<file path="src/rtl/dff_en_reg.sv">
// dff_en_reg
//
// Purpose:
//   Parameterised-width storage register with a write enable and an
//   asynchronous active-low reset to a configurable constant. It is the
//   basic state-holding primitive for datapath and control registers.
//   A write loads i on the rising clock edge. Without a write, the stored
//   value holds. Data is stored bit-exact; no arithmetic is performed.
//
// Parameters:
//   width_p     - data width in bits (>= 1)
//   reset_val_p - value loaded on reset. Bits above width_p are dropped,
//                 and narrower values are zero-extended.
//
// Ports:
//   clk_i      in   1        clock, rising-edge active
//   rst_i      in   1        asynchronous reset, active-low (0 = in reset)
//   w_v_i      in   1        write valid; loads i on the next rising edge
//   i          in   width_p  write data
//   o          out  width_p  stored data, driven straight from the flops
//   par_err_o  out  1        parity error flag (DFF_EN_REG_PARITY_EN only)
//
// Configuration macro:
//   DFF_EN_REG_PARITY_EN - when defined, an extra stored bit holds the even
//   parity of the written data. par_err_o flags any single-bit upset of
//   the stored state. When undefined, neither the parity bit nor
//   par_err_o exists.
//
// Reset release is not synchronised here. The integrator must synchronise
// rst_i deassertion to clk_i externally.

module dff_en_reg #(
  parameter int unsigned width_p     = 16,
  parameter              reset_val_p = 0
) (
  input  logic               clk_i,
  input  logic               rst_i,
  input  logic               w_v_i,
  input  logic [width_p-1:0] i,
`ifdef DFF_EN_REG_PARITY_EN
  output logic [width_p-1:0] o,
  output logic               par_err_o
`else
  output logic [width_p-1:0] o
`endif
);

  // The size cast truncates wide reset constants and zero-extends narrow ones,
  // so any integer reset_val_p maps onto exactly width_p bits.
  localparam logic [width_p-1:0] reset_val_lp = width_p'(reset_val_p);

  logic [width_p-1:0] data_q;

  // Storage flops. Reset is asynchronous and takes priority over a write in
  // the same cycle. With no write, the register simply holds its value.
  always_ff @(posedge clk_i or negedge rst_i) begin
    if (!rst_i) begin
      data_q <= reset_val_lp;
    end else if (w_v_i) begin
      data_q <= i;
    end
  end

  assign o = data_q;

`ifdef DFF_EN_REG_PARITY_EN
  localparam logic reset_par_lp = ^reset_val_lp;

  logic par_q;

  // The parity bit shares the data write condition. It therefore always
  // describes the word currently held in data_q. Its reset value is the
  // parity of the reset constant, so the flag stays clear out of reset.
  always_ff @(posedge clk_i or negedge rst_i) begin
    if (!rst_i) begin
      par_q <= reset_par_lp;
    end else if (w_v_i) begin
      par_q <= ^i;
    end
  end

  // Recomputed from the stored state, not from i. An upset in either the
  // data flops or the parity flop shows up here.
  assign par_err_o = (^data_q) ^ par_q;
`endif

endmodule

</file>
<file path="config.mk">
export PLATFORM = sky130hd
export DESIGN_NAME = dff_en_reg
export DESIGN_NICKNAME = d
export VERILOG_FILES = /design/src/rtl/dff_en_reg.sv
export SDC_FILE = /design/constraint.sdc
export NUM_CORES = 1
export LEC_CHECK = 0
export ABC_CLOCK_PERIOD_IN_PS = 900
export CORE_MARGIN = 1.5
export CORE_UTILIZATION = 34
export DETAILED_ROUTE_END_ITERATION = 10
export PLACE_DENSITY_LB_ADDON = 0.1
export SLEW_MARGIN = 20
export SYNTH_ARGS = -nofsm -noshare
export SYNTH_HDL_FRONTEND = slang
export SYNTH_SLANG_ARGS = --single-unit
</file>
<file path="constraint.sdc">
create_clock -name clk_i -period 0.9 [get_ports clk_i]
set_input_delay 0.225 -clock clk_i [delete_from_list [all_inputs] [get_ports clk_i]]
set_output_delay 0.225 -clock clk_i [all_outputs]
set_load 0.05 [all_outputs]
</file>
# Word level (Yosys, flattened, before mapping)

Index checks and enable logic that the tools add are counted.
Widths: inputs -> output; s select.

Input port bits: 19
Output and inout bits: 16
Word-level logic and storage cells: 1
Bits in registers: 16

# Logic depth before layout (Yosys ltp)

Depth after elaboration: 0
Gate-level depth with buffers: 3
Gate-level depth less buffers: 1

# Least setup slack after synthesis

Ideal clock, no wire load.

Path type: flip-flop to flip-flop
From: register o[10] (netlist name)
To: register data_q[10], in the netlist o[10]
Buffers on the path: 0
Arrival time: 0.869 ns
Required time: 0.775 ns
Clock period less this slack: 0.994 ns
Path slack: -0.094 ns
Setup time: 0.125 ns
Cell stages (with the launch flop): 2
Cell sequence: dfrtp_1 mux2_4

RTL lines:

| element              | line | RTL |
|---|---|---|
| end signal, assigned | 58   | `data_q <= reset_val_lp;` |
| end signal, assigned | 60   | `data_q <= i;` |
| end, declared        | 52   | `logic [width_p-1:0] data_q;` |

# Final worst setup path

From: register data_q[8], in the netlist o[8]
To: output port o[8]

RTL lines:

| element       | line | RTL |
|---|---|---|
| end, declared | 44   | `output logic [width_p-1:0] o` |

No word-level cell between the ends.

==> flow_metrics.tcl <==
set metrics [dict create \
    largest_register_ffs 16 \
    netlist.area_leader.share 0.617 \
    period_share 1.22 \
    routed_wirelength_mm 1.41 \
    critical-path-max-stage-delay_ps 440 \
    dp_hpwl_mm 1.00 \
    synth_area_sq_um 649 \
    highest_fanout_seen_on_the_critical_path 2 \
    worst_clock_skew_ps 0 \
    synth-seq-area-share 0.617 \
    gpl_congestion 0.655 \
    number_of_buffers_on_the_longest_clock_path 2 \
    fmax_ghz 0.909 \
    critical_path.cell_chain "buf_12" \
    drt-vias-per-instance 4.34 \
    cts_num_sinks 16 \
    final.setup.tns_ps -3160 \
    synth_cell_types 5 \
    layout.core_utilization 0.738 \
    worstHoldPathType "in2async" \
    final-max-slew-violation-count 0 \
    area_delta_synth_final_pct 100 \
    avgSynthCellArea_sq_um 19.1 \
    report.final.hold_viol_count 0 \
    critical-path-slowest-cell "sky130_fd_sc_hd__dfrtp_2" \
    violations "setup timing" \
    chipWidth_um 46.7 \
    maxCapViolations 0 \
    global_route.overflow_total 0 \
    place.port_buffers 34 \
    tightestPinTransition_ps 151 \
    top_cells_by_area_in_the_synthesized_netlist "sky130_fd_sc_hd__dfrtp_1 (62%), sky130_fd_sc_hd__mux2_4 (23%), sky130_fd_sc_hd__mux2_2 (10%)" \
    clkSlewWorstSetupHoldPaths_ps 90 \
    maxSlewHeadroom 0.899 \
    run_status "finished, violations left" \
    nNetsFinal 95 \
    synth_largest_area_cell "sky130_fd_sc_hd__dfrtp_1" \
    numCtsBuffers 3 \
    critical_path.top_delay_family "flip-flops" \
    routed_length_per_placed_instance_um 14.1 \
    required_ps 670 \
    clk_latency_ps 280 \
    fin_crit_ps 1100 \
    ys_async_sr_fraction 1.00 \
    grt_first_pass_wirelength_mm 2.19 \
    antennaDiodeCount 0 \
    grt_pass1_vias 452 \
    post-route-drc-count 0 \
    synth_warnings 0 \
    grt_use_total 0.152 \
    grt_max_degree 17 \
    drt_first_pass_iters 2 \
    irDropWorstVdd_mv 1.01 \
    detail_route.iter0.violations 2 \
    power-per-cell-area_nw_per_um2 1690 \
    timing.critical_path.arrival_ps 870 \
    antenna_left 0 \
    post_layout_inst_area_sq_um 1300 \
    hold-worst-slack_ps 268 \
    floorplan.initialDensity 0.368 \
    via_count 434 \
    power.total_mw 2.19 \
    synth.most_common_cell "sky130_fd_sc_hd__dfrtp_1" \
    cts.htree.levels 1 \
    final.setup.worst_slack_ps -200 \
    io-pin-count 35 \
    ys_dominant_reg_cell "sky130_fd_sc_hd__dfrtp_1" \
    setup_viol 18 \
    ctsRootBufferMaster "sky130_fd_sc_hd__clkbuf_4" \
    syn_nets 53 \
    critical_path_buffers_and_inverters 1 \
    leakagePower_nw 0.569 \
    synth_seq_cells 16 \
    die-height_um 46.7 \
    worstSetupPathType "reg2out" \
    drive_above_1_share 0.760 \
    antenna_found_initial 0 \
    area_of_the_die_sq_um 2180 \
    synth.cells.most_frequent "sky130_fd_sc_hd__dfrtp_1 (16), sky130_fd_sc_hd__mux2_4 (10), sky130_fd_sc_hd__mux2_2 (6)" \
    critical_path.startpoint_type "flip-flop" \
    rsz0062_at_grt "true" \
    fp.coreArea_sq_um 1760 \
    synthesis.instances 34 \
    post_synth_edffs 0 \
    cts_tree "built" \
    num_rows 15 \
    cp-end-kind "output port" \
    placed_area_sq_um 1210 \
]
==> cell usage in the layout (no fill, tap or decap), drive strengths merged <==
cell | Yosys | layout
buf | 2 | 20
bufbuf | 0 | 1
clkbuf | 0 | 4
clkdlybuf4s15 | 0 | 1
clkdlybuf4s50 | 0 | 17
dfrtp | 16 | 16
mux2 | 16 | 16
==> worst paths after layout <==
kind                            slack [ps]              start  cells after the start                end
worst max-delay path                  -200   o[8]$_DFFE_PN0P_                      1               o[8]
worst min-delay path                   270              rst_i                      2  o[14]$_DFFE_PN0P_
worst max register to register         -30  o[11]$_DFFE_PN0P_                      2  o[11]$_DFFE_PN0P_
worst min register to register         560   o[4]$_DFFE_PN0P_                      1   o[4]$_DFFE_PN0P_
max in group asynchronous              500              rst_i                      2   o[2]$_DFFE_PN0P_
min in group clk_i                     500              w_v_i                      3   o[2]$_DFFE_PN0P_
==> report_power, final <==
part | total [mW] | internal [mW] | switching (mW)
Sequential | 0.886 | 0.805 | 0.0808
Clock | 0.469 | 0.246 | 0.223
Combinational | 0.839 | 0.481 | 0.359
Total | 2.19 | 1.53 | 0.663
==> area by class of cell <==
cell class | instances | area (sq um)
multi-input cells | 16 | 218
fillers | 113 | 463
clock buffers | 4 | 36.3
repair buffers | 39 | 596
well taps | 25 | 31.3
flip-flops and latches | 16 | 420
==> per-layer routing <==
metal	up-vias	routed length, um	global-route usage
met4	0	0	0.0667
met2	15	788	0.239
met3	0	87	0.0627
li1	201	-	-
met5	-	0	0
met1	218	529	0.185
==> cells by family after synthesis <==
family,after synthesis,synth area share
buf+inv,2,0.0482
mux,16,0.335
flops,16,0.617
==> per-stage QoR <==
stage,cells,setup WS (ps)
after floorplan,34,-9.46
after global placement,93,-469
after detailed placement,93,-487
after CTS,99,-219
after global routing,100,-239
final,100,-200
==> timing repair <==
item / CTS / global route
hold buffers: 0 / 0
gates resized for setup: 3 / 1
setup endpoints to repair: 32 / 17
cloned: 1 / 0
buffers inserted: 1 / 1
Note: power is estimated with default switching activity, not from simulation.
